<file path="src/rtl/seq_ssg_if.sv">
// Host-side digit write bus and display pin bundle for the seven-segment scanner.
// The signal names match the driver's pin names so board-level wiring stays readable.
interface seq_ssg_if;
    logic [2:0] i_w_sel;
    logic [3:0] i_w_dig;
    logic       we;
    logic [6:0] o_w_out;
    logic [7:0] o_w_sel;

    modport master (
        output i_w_sel,
        output i_w_dig,
        output we,
        input  o_w_out,
        input  o_w_sel
    );

    modport slave (
        input  i_w_sel,
        input  i_w_dig,
        input  we,
        output o_w_out,
        output o_w_sel
    );
endinterface

</file>
<file path="src/rtl/seq_ssg.sv">
// Eight-digit common-anode seven-segment scanner with an internal hex digit store.
// Each digit stays selected for SCAN_DIV cycles; segment and enable outputs are registered.
module seq_ssg #(
    parameter int unsigned SCAN_DIV = 16
) (
    input  logic       i_w_clk,
    input  logic       i_w_reset,
    seq_ssg_if.slave   bus
);
    localparam int unsigned PW = (SCAN_DIV > 1) ? $clog2(SCAN_DIV) : 1;
    localparam logic [PW-1:0] PRE_MAX = PW'(SCAN_DIV - 1);

    // Active-low segment pattern for one hex digit, bit0=a .. bit6=g.
    function automatic logic [6:0] seg_decode(input logic [3:0] hex);
        logic [6:0] pat;
        case (hex)
            4'h0:    pat = 7'h40;
            4'h1:    pat = 7'h79;
            4'h2:    pat = 7'h24;
            4'h3:    pat = 7'h30;
            4'h4:    pat = 7'h19;
            4'h5:    pat = 7'h12;
            4'h6:    pat = 7'h02;
            4'h7:    pat = 7'h78;
            4'h8:    pat = 7'h00;
            4'h9:    pat = 7'h10;
            4'hA:    pat = 7'h08;
            4'hB:    pat = 7'h03;
            4'hC:    pat = 7'h46;
            4'hD:    pat = 7'h21;
            4'hE:    pat = 7'h06;
            4'hF:    pat = 7'h0E;
            default: pat = 7'h7F;
        endcase
        return pat;
    endfunction

    logic [3:0]    digit_q [8];
    logic [3:0]    digit_d [8];
    logic [2:0]    idx_q,  idx_d;
    logic [PW-1:0] pre_q,  pre_d;
    logic [6:0]    out_q,  out_d;
    logic [7:0]    sel_q,  sel_d;

    // Digit store: host writes land on the addressed register.
    always_comb begin
        for (int i = 0; i < 8; i++) begin
            digit_d[i] = digit_q[i];
        end
        if (bus.we) begin
            digit_d[bus.i_w_sel] = bus.i_w_dig;
        end else begin
            digit_d[bus.i_w_sel] = digit_q[bus.i_w_sel];
        end
    end

    // Prescaler and scan index: advance to the next digit when the dwell time expires.
    always_comb begin
        pre_d = pre_q;
        idx_d = idx_q;
        if (pre_q == PRE_MAX) begin
            pre_d = {PW{1'b0}};
            idx_d = idx_q + 3'd1;
        end else begin
            pre_d = pre_q + {{(PW-1){1'b0}}, 1'b1};
            idx_d = idx_q;
        end
    end

    // Display drive computed from the index and digit contents held before the edge.
    always_comb begin
        sel_d = ~(8'b0000_0001 << idx_q);
        out_d = seg_decode(digit_q[idx_q]);
    end

    // State registers; reset blanks the display and overrides any concurrent write.
    always_ff @(posedge i_w_clk) begin
        if (i_w_reset) begin
            for (int i = 0; i < 8; i++) begin
                digit_q[i] <= 4'h0;
            end
            idx_q <= 3'd0;
            pre_q <= {PW{1'b0}};
            sel_q <= 8'hFF;
            out_q <= 7'h7F;
        end else begin
            for (int i = 0; i < 8; i++) begin
                digit_q[i] <= digit_d[i];
            end
            idx_q <= idx_d;
            pre_q <= pre_d;
            sel_q <= sel_d;
            out_q <= out_d;
        end
    end

    assign bus.o_w_out = out_q;
    assign bus.o_w_sel = sel_q;
endmodule

</file>
<file path="src/flat_wrapper.sv">
// flat-port wrapper written by rule: the top's interface ports become plain ports
module seq_ssg_flat 
#(
    parameter int unsigned SCAN_DIV = 16
)
  (i_w_clk, i_w_reset, bus_i_w_sel, bus_i_w_dig, bus_we, bus_o_w_out, bus_o_w_sel);
  seq_ssg_if bus_i ();
  input  logic i_w_clk;
  input  logic i_w_reset;
  input wire logic [$bits(bus_i.i_w_sel)-1:0] bus_i_w_sel;
  input wire logic [$bits(bus_i.i_w_dig)-1:0] bus_i_w_dig;
  input wire logic [$bits(bus_i.we)-1:0] bus_we;
  output wire logic [$bits(bus_i.o_w_out)-1:0] bus_o_w_out;
  output wire logic [$bits(bus_i.o_w_sel)-1:0] bus_o_w_sel;
  assign bus_i.i_w_sel = bus_i_w_sel;
  assign bus_i.i_w_dig = bus_i_w_dig;
  assign bus_i.we = bus_we;
  assign bus_o_w_out = bus_i.o_w_out;
  assign bus_o_w_sel = bus_i.o_w_sel;
  seq_ssg #(.SCAN_DIV(SCAN_DIV)) u_core (.i_w_clk(i_w_clk), .i_w_reset(i_w_reset), .bus(bus_i));
endmodule
</file>
<file path="config.mk">
export PLATFORM = sky130hd
export DESIGN_NAME = seq_ssg_flat
export DESIGN_NICKNAME = d
export VERILOG_FILES = /design/src/rtl/seq_ssg_if.sv /design/src/rtl/seq_ssg.sv /design/src/flat_wrapper.sv
export SDC_FILE = /design/constraint.sdc
export NUM_CORES = 1
export LEC_CHECK = 0
export BUFFER_PORTS_ARGS = -buffer_cell sky130_fd_sc_hd__buf_2
export CAP_MARGIN = 25
export CORE_ASPECT_RATIO = 1.4
export CORE_MARGIN = 10
export CORE_UTILIZATION = 29
export CTS_CLUSTER_SIZE = 25
export DETAILED_ROUTE_END_ITERATION = 8
export GPL_ROUTABILITY_DRIVEN = 0
export GPL_TIMING_DRIVEN = 0
export PLACE_DENSITY_LB_ADDON = 0.25
export SLEW_MARGIN = 0
export SYNTH_ARGS = -nofsm -noshare
export SYNTH_HDL_FRONTEND = slang
export SYNTH_SLANG_ARGS = --single-unit
export TNS_END_PERCENT = 1
</file>
<file path="constraint.sdc">
create_clock -name i_w_clk -period 2.6 [get_ports i_w_clk]
set_clock_uncertainty 0.1 [all_clocks]
set_input_delay 0.52 -clock i_w_clk [delete_from_list [all_inputs] [get_ports i_w_clk]]
set_output_delay 0.52 -clock i_w_clk [all_outputs]
set_load 0.02 [all_outputs]
</file>
Word level (Yosys, flattened, before mapping). Memories as Yosys holds them, arrays and structs flattened. A register that Yosys moved wholly into a read port is not among the register bits. Cells that the tools add are included.

Output and inout port bits: 15. Memories kept: 2. Word-level logic and storage cells: 41. RAM bits: 32. Bits in registers: 15. ROM bits: 112. Input bits: 10.

Memory list: (no name shown) (depth 16, width 7, rd ports 1, clocked after Yosys merged registers in 1, wr ports 0, RTL line seq_ssg.sv:16) `case (hex)`; u_core.digit_q (depth 8, width 4, rd ports 10, clocked after Yosys merged registers in 1, wr ports 8, RTL line seq_ssg.sv:38) `logic [3:0] digit_q [8];`.

Mux-type cells: 18. Magnitude comparators: 2. Reductions and logical operators: 2. Shift operators: 1. Equal/unequal tests: 1. Bitwise gates (word level): 10. $add $sub $neg: 2.

Operators with widths (count): $bwmux W32 (2); $mux W4 (9); $mux W32 (1); $demux W4 S3 (1); $not A8 Y8 (1); $or A1 B1 Y1 (8); $shl A1 B3 Y8 const A (1); $mux W3 (2); $add A4 B1 Y4 const B (1); $eq A4 B4 Y1 const B (1); $ge A4 B4 Y1 const B (1); $lt A4 B1 Y1 const B (1); $not A3 Y4 (1); $add A3 B1 Y3 const B (1); $mux W1 (3); $reduce_or A2 Y1 (1); $logic_and A1 B1 Y1 (1).

Depth between registers and ports, before layout.
Depth in word-level cells: 8. Mapped depth: 9. Depth with buffers taken out: 8.

Worst setup path after synthesis. No wires, ideal clock.

Kind: reg2reg. Start: register (tool-made name). End: register u_core.out_q[3], in the netlist u_core.bus.o_w_out[3]. Period minus slack after synthesis: 2.386 ns. Setup slack: 0.214 ns. Library setup time: 0.137 ns. Path buffers: 1. Required time: 2.363 ns. Arrival time: 2.149 ns. Cell stages (with the launch flop): 9. Cells stage by stage: dfxtp_1 buf_6 mux4_2 mux2i_1 inv_1 ha_1 a21boi_0 a2111oi_0 a31oi_1.

RTL lines: end, declared (RTL line seq_ssg.sv:42) `logic [6:0] out_q, out_d;`.

==> summary.txt <==
Critical path
  • Startpoint types: flop
  • Worst Path Arrival: 2.53 ns
  • CP Data Required Time: 2.66 ns
  • CP Max Fanout: 10
  • Reg2Reg Setup Slack: 0.13 ns
  • Setup CP Type: reg2reg
  • Worst reg2reg endpoint: u_core.bus.o_w_out[3]
  • R2R depth: 8
  • CP Capture Type: flop

Floorplanning
  • Vert. Die Dim: 135 µm
  • Starting Density: 0.295
  • Die W: 102 µm
  • Row cnt: 42
  • Core ar.: 0.00935 mm²
  • I/O pins: 25
  • Die Area: 0.0139 mm²

Synth
  • Post-synth EDFFs: 0
  • Mapped cell area: 0.00276 mm²
  • Ys async rst share: 0
  • Yosys reg bits: 57
  • Synth top area share: 0.414
  • Mapped Nets: 328
  • Yosys top cell by area: dfxtp_1
  • Synth unique cells: 43
  • Seq/Total Area, Yosys: 0.414
  • Avg Inst Size Synth: 9.03 µm²
  • Mapped Cells: 305
  • Ys Warns: 0
  • Synth area leaders: dfxtp_1 (41%), mux4_2 (6.5%), ha_1 (5.9%)
  • Primary FF master, synth: dfxtp_1

Clocking
  • Clk root buf: clkbuf_16
  • Total CTS buffers: 9
  • Clk slew on worst S/H paths: 0.05 ns
  • Clock buffer depth: 2
  • Num Clock Sinks: 57
  • CTS tree: yes
  • Clock Latency Late Sink: 0.33 ns
  • Cts hold-fix bufs: 0
  • CTS H-tree depth: 3

GRT
  • Grt ovf: 0
  • Global Route Usage Sum: 0.113
  • Largest net degree at the start of global routing: 11
  • Global-route wire length before repair: 11900 µm
  • Initial antenna violation count: 0
  • Vias in the first global route: 2265

STA
  • Tcrit/Tclk final: 0.950
  • Setup Viol. Count Final: 0
  • Hold Vio Cnt, Final: 0
  • Max Transition Viols Final: 0
  • RSZ-0062 raised after global routing: false
  • Fmax: 405 MHz
  • Min Tclk post-route: 2.47 ns
  • Slew @ Worst Pin: 0.654 ns
  • Relative slew slack: 0.564
  • Setup TNS Final: 0 ns

Final layout
  • Post-route cell area: 0.00334 mm²
  • Diodes inserted: 0
  • Syn-to-layout area delta: 21.2%
  • Layout cells sized above 1: 0.187
  • Nets: 362

Route
  • DRC: 0
  • Routed Antenna Nets: 0
  • DRT iter0 DRCs: 90
  • Via count: 2315
  • Router iterations before antenna repair: 4
  • Via/cell ratio: 5.11
  • Final wirelength: 7310 µm
  • Routed length per instance: 16.1 µm

Placement
  • Hpwl dp: 5300 µm
  • Post-placement cell area: 0.00299 mm²
  • Port bufs: 20

Pwr
  • Maximum vdd drop: 303 µV
  • Leakage Power: 1.29 nW
  • Pwr dens: 677 mW/mm²
  • Total Power: 0.00226 W

Min path
  • WHS Path Cells: 2
  • End of the worst hold path: u_core.digit_q[5][3]
  • Worst Hold Launch: u_core.digit_q[5][3]
  • Hold crit path type: reg2reg

Run status
  • Outcome: completed

Job
  • Max_cap viols: 0
## area by class of cell
| class | count | area (µm²) |
|---|---|---|
| Timing Repair Buffer | 24 | 130 |
| Fill cell | 987 | 6010 |
| Sequential cell | 57 | 1140 |
| Clock buffer | 10 | 239 |
| Inverter | 11 | 41.3 |
| Tap cell | 110 | 138 |
| Clock inverter | 5 | 56.3 |
| Multi-Input combinational cell | 219 | 1520 |
| Buffer | 17 | 76.3 |
## repair_timing
item	4_1_cts	5_1_grt
pin swaps	0	1
buffers inserted	0	4
resized for setup	4	0
endpoints found under the setup margin	6	1
## metal layers
metal | GRT usage | vias to the layer above | share of wire
li1 | - | 1163 | -
met1 | 0.123 | 1069 | 0.42
met2 | 0.179 | 73 | 0.48
met3 | 0.0516 | 10 | 0.071
met4 | 0.0605 | 0 | 0.021
met5 | 0 | - | 0
## metrics by stage
stage	cells	hold WS [ns]	worst slack [ns]	util
after floorplan	305	0.341	0.214	-
after global placement	435	0.357	-0.315	0.320
after detailed placement	435	0.368	-0.341	0.320
after CTS	449	0.375	0.0383	0.354
after global routing	453	0.389	0.00891	0.357
final	453	0.375	0.130	0.357
## where the power goes
part	total (W)	internal, W	switching, W
registers	0.000920	0.000903	0.0000168
logic	0.000180	0.0000633	0.000117
clock network	0.00116	0.000758	0.000403
total	0.00226	0.00173	0.000536
## critical path, stage by stage (launching register included)
cell and delay [ns]:
dfxtp_1 0.32, buf_6 0.18, mux4_2 0.55, mux2i_4 0.28, inv_1 0.14, ha_1 0.21, a21boi_0 0.14, a2111oi_0 0.31
a31oi_1 0.09
## cells in the mapped netlist (3+ instances only)
cell type and instances:
a22oi_1 14, nor2_1 40, nor2b_1 4, nand3_1 22, inv_1 11, buf_1 3
o21ai_0 19, and3_1 5, clkbuf_1 10, mux4_2 8, buf_2 4, or3_1 5
mux2_2 8, mux2i_1 7, dfxtp_1 57, nand2_1 23, a21oi_1 15, ha_1 13
o21ai_1 7
## logic make-up (layout without fill, tap and decap cells)
| kind of cell | after synthesis | after routing | synth area share |
|---|---|---|---|
| simple gates | 110 | 110 | 0.185 |
| compound gates | 70 | 70 | 0.159 |
| flops | 57 | 57 | 0.414 |
| buf+inv | 29 | 67 | 0.0441 |
| mux | 24 | 24 | 0.132 |
| fa+ha+maj | 13 | 13 | 0.0590 |
| xor+xnor | 2 | 2 | 0.00636 |
## cells in the final DEF (no fill, tap or decap), types with 5 or more instances in the layout
cell type / synthesis / layout
or3_1: 5 / 5
buf_2: 4 / 24
inv_1: 11 / 11
mux4_2: 8 / 8
o21ai_0: 19 / 19
dfxtp_1: 57 / 57
and3_1: 5 / 5
nor2_1: 40 / 40
nand2_1: 23 / 23
clkbuf_16: 0 / 9
mux2i_1: 7 / 5
clkbuf_1: 10 / 9
mux2_2: 8 / 8
nand3_1: 22 / 22
a22oi_1: 14 / 14
a21oi_1: 15 / 15
o21ai_1: 7 / 7
ha_1: 13 / 13
## how the worst max path moves through the flow
stage | endpoint | slack, ns | cells past startpoint
global route | u_core.bus.o_w_out[3] | 0.009 | 8
floorplan | u_core.bus.o_w_out[3] | 0.21 | 8
detailed placement | u_core.bus.o_w_out[3] | -0.34 | 7
finish | u_core.bus.o_w_out[3] | 0.13 | 8
CTS | u_core.bus.o_w_out[3] | 0.04 | 8
global placement | u_core.bus.o_w_out[3] | -0.32 | 8
## sequential cells by signal, summed over array words and instances (netlist names), named ones only
register	count
u_core.digit_q	32
u_core.bus.o_w_sel	8
u_core.pre_q	4
u_core.idx_q	3
u_core.bus.o_w_out	7
Note: power is estimated with default switching activity, not from simulation.
